--- src/rtl/fix_if_pkg.sv ---
// Shared definitions for the host-command FIFO framing used by the inbound
// and outbound interface controllers: opcodes, length overhead and the
// outbound decoder state encoding.
package fix_if_pkg;

  // Default host address width carried in the command byte.
  localparam int HOST_ADDR_WIDTH = 1;

  // Command opcodes in bits [2:0] of the command byte.
  localparam logic [2:0] OP_CONNECT    = 3'b000;
  localparam logic [2:0] OP_DISCONNECT = 3'b001;
  localparam logic [2:0] OP_SEND_DATA  = 3'b010;

  // The length byte carries payload length plus this fixed overhead.
  localparam logic [7:0] LEN_OVERHEAD_DEF = 8'd21;

  // Outbound decoder states.
  typedef enum logic [1:0] {
    ST_IDLE = 2'd0,
    ST_LEN  = 2'd1,
    ST_DATA = 2'd2
  } dec_state_e;

  // True for the three opcodes the decoder understands.
  function automatic logic is_legal_opcode(input logic [2:0] op);
    logic legal;
    case (op)
      OP_CONNECT, OP_DISCONNECT, OP_SEND_DATA: legal = 1'b1;
      default:                                 legal = 1'b0;
    endcase
    return legal;
  endfunction

endpackage

--- src/rtl/interface_controller_out.sv ---
// Read-side decoder for the host command FIFO. Pops the framed byte stream
// (command byte, length byte for send_data, then payload) and turns it into
// connect/disconnect pulses and a byte-serial message stream with start/end
// markers for the FIX engine. The message output registers double as a
// one-deep skid buffer so a held byte is never lost while ready_i is low.
module interface_controller_out
  import fix_if_pkg::*;
#(
  parameter int         NUM_HOST     = HOST_ADDR_WIDTH,
  parameter logic [7:0] LEN_OVERHEAD = LEN_OVERHEAD_DEF
) (
  input  logic                clk,
  input  logic                rst,
  input  logic                empty_i,
  input  logic [7:0]          data_i,
  output logic                readreq_o,
  input  logic                ready_i,
  output logic                connect_o,
  output logic                disconnect_o,
  output logic [NUM_HOST-1:0] host_addr_o,
  output logic                msg_start_o,
  output logic [7:0]          msg_length_o,
  output logic [7:0]          message_o,
  output logic                message_valid_o,
  output logic                msg_end_o,
  output logic                err_o
);

  dec_state_e state_r;
  logic [7:0] counter_r;

  logic [2:0]          opcode_s;
  logic [NUM_HOST-1:0] addr_s;
  logic [7:0]          payload_len_s;

  assign opcode_s      = data_i[2:0];
  assign addr_s        = data_i[2+NUM_HOST:3];
  // Only consumed once the length byte is known to be >= LEN_OVERHEAD.
  assign payload_len_s = data_i - LEN_OVERHEAD;

  // Pop whenever a byte is present, except in DATA while the skid register
  // still holds an unaccepted byte.
  always_comb begin
    readreq_o = 1'b0;
    if (empty_i) begin
      readreq_o = 1'b0;
    end else if (state_r != ST_DATA) begin
      readreq_o = 1'b1;
    end else begin
      readreq_o = ready_i || !message_valid_o;
    end
  end

  // Decoder FSM with counter and registered outputs, advanced on each pop.
  always_ff @(posedge clk or negedge rst) begin
    if (!rst) begin
      state_r         <= ST_IDLE;
      counter_r       <= 8'd0;
      connect_o       <= 1'b0;
      disconnect_o    <= 1'b0;
      host_addr_o     <= '0;
      msg_start_o     <= 1'b0;
      msg_length_o    <= 8'd0;
      message_o       <= 8'd0;
      message_valid_o <= 1'b0;
      msg_end_o       <= 1'b0;
      err_o           <= 1'b0;
    end else begin
      connect_o    <= 1'b0;
      disconnect_o <= 1'b0;
      msg_start_o  <= 1'b0;
      err_o        <= 1'b0;

      // Skid register: release the byte once accepted; a zero-length end
      // marker (no byte attached) lasts a single cycle.
      if (message_valid_o && ready_i) begin
        message_valid_o <= 1'b0;
        msg_end_o       <= 1'b0;
      end else if (!message_valid_o) begin
        msg_end_o <= 1'b0;
      end else begin
        msg_end_o <= msg_end_o;
      end

      if (readreq_o) begin
        case (state_r)
          ST_IDLE: begin
            if (is_legal_opcode(opcode_s)) begin
              host_addr_o <= addr_s;
              case (opcode_s)
                OP_CONNECT:    connect_o    <= 1'b1;
                OP_DISCONNECT: disconnect_o <= 1'b1;
                OP_SEND_DATA:  state_r      <= ST_LEN;
                default:       state_r      <= ST_IDLE;
              endcase
            end else begin
              err_o   <= 1'b1;
              state_r <= ST_IDLE;
            end
          end
          ST_LEN: begin
            if (data_i < LEN_OVERHEAD) begin
              err_o   <= 1'b1;
              state_r <= ST_IDLE;
            end else if (data_i == LEN_OVERHEAD) begin
              msg_start_o  <= 1'b1;
              msg_end_o    <= 1'b1;
              msg_length_o <= 8'd0;
              state_r      <= ST_IDLE;
            end else begin
              msg_start_o  <= 1'b1;
              msg_length_o <= payload_len_s;
              counter_r    <= payload_len_s;
              state_r      <= ST_DATA;
            end
          end
          ST_DATA: begin
            message_o       <= data_i;
            message_valid_o <= 1'b1;
            if (counter_r != 8'd0) begin
              counter_r <= counter_r - 8'd1;
            end else begin
              counter_r <= 8'd0;
            end
            if (counter_r <= 8'd1) begin
              msg_end_o <= 1'b1;
              state_r   <= ST_IDLE;
            end else begin
              msg_end_o <= 1'b0;
              state_r   <= ST_DATA;
            end
          end
          default: begin
            state_r <= ST_IDLE;
          end
        endcase
      end else begin
        state_r <= state_r;
      end
    end
  end

endmodule

--- config.mk ---
export PLATFORM = sky130hd
export DESIGN_NAME = interface_controller_out
export DESIGN_NICKNAME = d
export VERILOG_FILES = /design/src/rtl/fix_if_pkg.sv /design/src/rtl/interface_controller_out.sv
export SDC_FILE = /design/constraint.sdc
export NUM_CORES = 1
export LEC_CHECK = 0
export ABC_AREA = 1
export ABC_CLOCK_PERIOD_IN_PS = 1800
export BUFFER_PORTS_ARGS = -buffer_cell sky130_fd_sc_hd__buf_2
export CAP_MARGIN = 10
export CELL_PAD_IN_SITES_DETAIL_PLACEMENT = 0
export CELL_PAD_IN_SITES_GLOBAL_PLACEMENT = 1
export CORE_ASPECT_RATIO = 0.9
export CORE_UTILIZATION = 30
export CTS_CLUSTER_DIAMETER = 40
export DETAILED_ROUTE_END_ITERATION = 7
export PLACE_DENSITY_LB_ADDON = 0.1
export SETUP_SLACK_MARGIN = 0.5
export SLEW_MARGIN = 5
export SYNTH_ARGS = -nofsm -noshare
export SYNTH_HDL_FRONTEND = slang
export SYNTH_SLANG_ARGS = --single-unit
export TNS_END_PERCENT = 10
--- constraint.sdc ---
create_clock -name clk -period 1.8 [get_ports clk]
set_input_delay 0 -clock clk [delete_from_list [all_inputs] [get_ports clk]]
set_output_delay 0 -clock clk [all_outputs]
set_load 0.005 [all_outputs]
==> results.cfg <==
[outcome]
status = completed

[critical_path]
endpoint = counter_r[3]
slowest_stage = dfrtp_2
reg2regPathDepth = 8
slowest_delay_ps = 410
path_max_fanout = 6
worst-path-stages = 8
cp-startpoint = state_r[0]
regToRegStartpoint = state_r[0]
cp.arrival_ps = 1700
crit_buf_inv = 2
start_kind = register
worstReg2RegEnd = counter_r[3]
path_class = reg2reg
path_cells = buf_4 > ha_4 > nand4_1 > nand2_1 > nor2_4 > buf_6 > nand2_2 > o21ai_2
r2r_setup_slack_ps = 300
required_ps = 2010
end_kind = register
cp_top_family = simple AND/OR/NAND/NOR gates

[timing]
totalNegativeSetupSlack_ps = 0
finalSetupViolCount = 0
tightestPinTransition_ps = 753
drv_slew = 0
setup_ws_ps = 302
max_freq_mhz = 668
skew_ps = 9.21
period_share_pct = 83.2
period_minus_slack_ps = 1500
max_slew_margin_pct = 49.8
rsz0062_at_grt = yes
hold_viol = 0

[place]
hpwlAfterDp_um = 3720
port_buffers = 35
place_area_sq_um = 2260
gp_congestion = 0.776
post-place-ws_ps = 136

[hold_path]
hold_depth = 4
hp-class = in2reg
hold_start = data_i[2]

[pwr]
leakage_nw = 1.36
total_power_mw = 3.55
vdd_drop_max_v = 0.000633
p_per_area_nw_per_um2 = 1370

[synthesis]
yosys_warnings = 0
synth_fp_nets = 279
syn_inst = 256
ys_ff_latch = 33
yosysSeqAreaShare_pct = 42.2
netlist_area_sq_um = 1960
syn-mean-instance-area_sq_um = 7.65
synth.distinct_cells = 27

[drt]
ant_nets = 0
dr.pass1.iters = 4
drc = 0
routedWlPerCell_um = 12.9
drt_iter0_drc = 64
via_per_inst = 4.36
num_vias = 1764
totalWireLength_um = 5230

[cts]
insertion_delay_ps = 280
cts_buffers = 5
tritoncts = done
cts_max_path_buffers = 2
clk_pin_slew_ps = 70
cts_max_level = 2
clkSinkCount = 33
clockRootBuffer = clkbuf_8

[finish]
nNetsFinal = 341
n_antenna_cell = 0
layout-drive-gt1-share_pct = 31.1
area_growth_pct = 32.0
fin_area_sq_um = 2580

[floorplan]
io_pins = 36
die_x_um = 87.2
rows = 27
core_sq_um = 6220
die_area_sq_um = 6850
start_util_pct = 31.5
die_h_um = 78.6

[global_routing]
grt_pass1_wl_um = 8700
grt_start_max_net_pins = 34
grt_pass1_vias = 1749
antenna_found_initial = 0
grt_overflow = 0
grtUsageTotal_pct = 16.7

[job]
drv_cap = 0
==> per-layer routing <==
layer | track usage [%] | wire length, um
met1 | 23.3 | 2710
met3 | 3.15 | 163
met2 | 26.2 | 2330
met4 | 4.43 | 32
met5 | 0 | 0
==> worst min path at each step <==
| stage | endpoint | slack, ps |
|---|---|---|
| global placement | message_o[6] | 120 |
| detailed placement | message_o[5] | 120 |
| CTS | message_o[4] | 40 |
| global route | message_o[4] | 50 |
| floorplan | connect_o | -300 |
| finish | disconnect_o | 40 |
==> flip-flops by register name, indices dropped and copies added (netlist names) <==
name,count
err_o,1
connect_o,1
msg_length_o,8
counter_r,8
msg_end_o,1
disconnect_o,1
message_o,8
host_addr_o,1
message_valid_o,1
state_r,2
msg_start_o,1
==> tightest hold or removal path: cells and delay by family <==
family        cells  cell delay, ps
buf+inv           2             180
simple gates      2             110
==> kinds of logic after synthesis <==
family | count (synthesis) | synth area share, %
AOI/OAI and AO/OA | 29 | 9.07
xor gates and xnor gates | 3 | 1.34
adders and majority gates | 11 | 7.03
buffers and inverters | 31 | 7.28
DFF | 33 | 42.2
and+or+nand+nor | 149 | 33.1
==> cell usage after synthesis (all sizes together) <==
cell type / n / area, sq um
dfrtp: 33 / 826
ha: 11 / 138
o22ai: 1 / 6.26
buf: 4 / 38.8
o31ai: 1 / 7.51
o21ai: 25 / 151
xnor2: 1 / 8.76
nand4: 4 / 40.0
a21oi: 1 / 5.00
nand2: 99 / 389
o21bai: 1 / 7.51
nand3: 22 / 123
nor2: 23 / 91.3
nor3: 1 / 5.00
xor2: 2 / 17.5
inv: 27 / 104
==> repair_timing <==
item                                    in CTS  in global routing
hold buffers                                 2                  0
endpoints found under the hold margin       34                  0
gates resized for setup                      9                 21
pin swaps                                    2                  6
endpoints found under the setup margin      34                 34
setup buffers                                8                  5
cloned                                       2                  1
==> layout by cell type, fill, tap and decap left out, types with 4 or more instances in the layout <==
cell      instances
nand3_1          21
nor2_1           18
buf_4            16
nand2_1          88
o21ai_0          17
o21ai_2           4
nand2_2           9
inv_2             7
dfrtp_1          31
buf_2            35
clkbuf_8          6
inv_1            18
ha_1              9
==> power breakdown <==
| part | internal, mW | switching (mW) | leakage, nW |
|---|---|---|---|
| clock | 0.303 | 0.262 | 0.0443 |
| combinational | 0.784 | 0.967 | 0.894 |
| sequential | 1.04 | 0.193 | 0.418 |
==> through the flow <==
step,util (%),hold slack (ps),instances
after floorplan,-,-296,256
after global placement,36.4,119,380
after detailed placement,36.4,121,380
after CTS,40.2,39.9,399
after global routing,41.6,50.6,405
final,41.6,42.7,405
==> layout make-up <==
class	instances	area [sq um]
repair inverters	1	6.26
flip-flops and latches	33	828
multi-input cells	193	1070
clock buffers	7	86.3
repair buffers	57	369
well taps	87	109
inverters	27	114
fillers	706	3630
No activity file was read; power rests on OpenSTA's default activity.
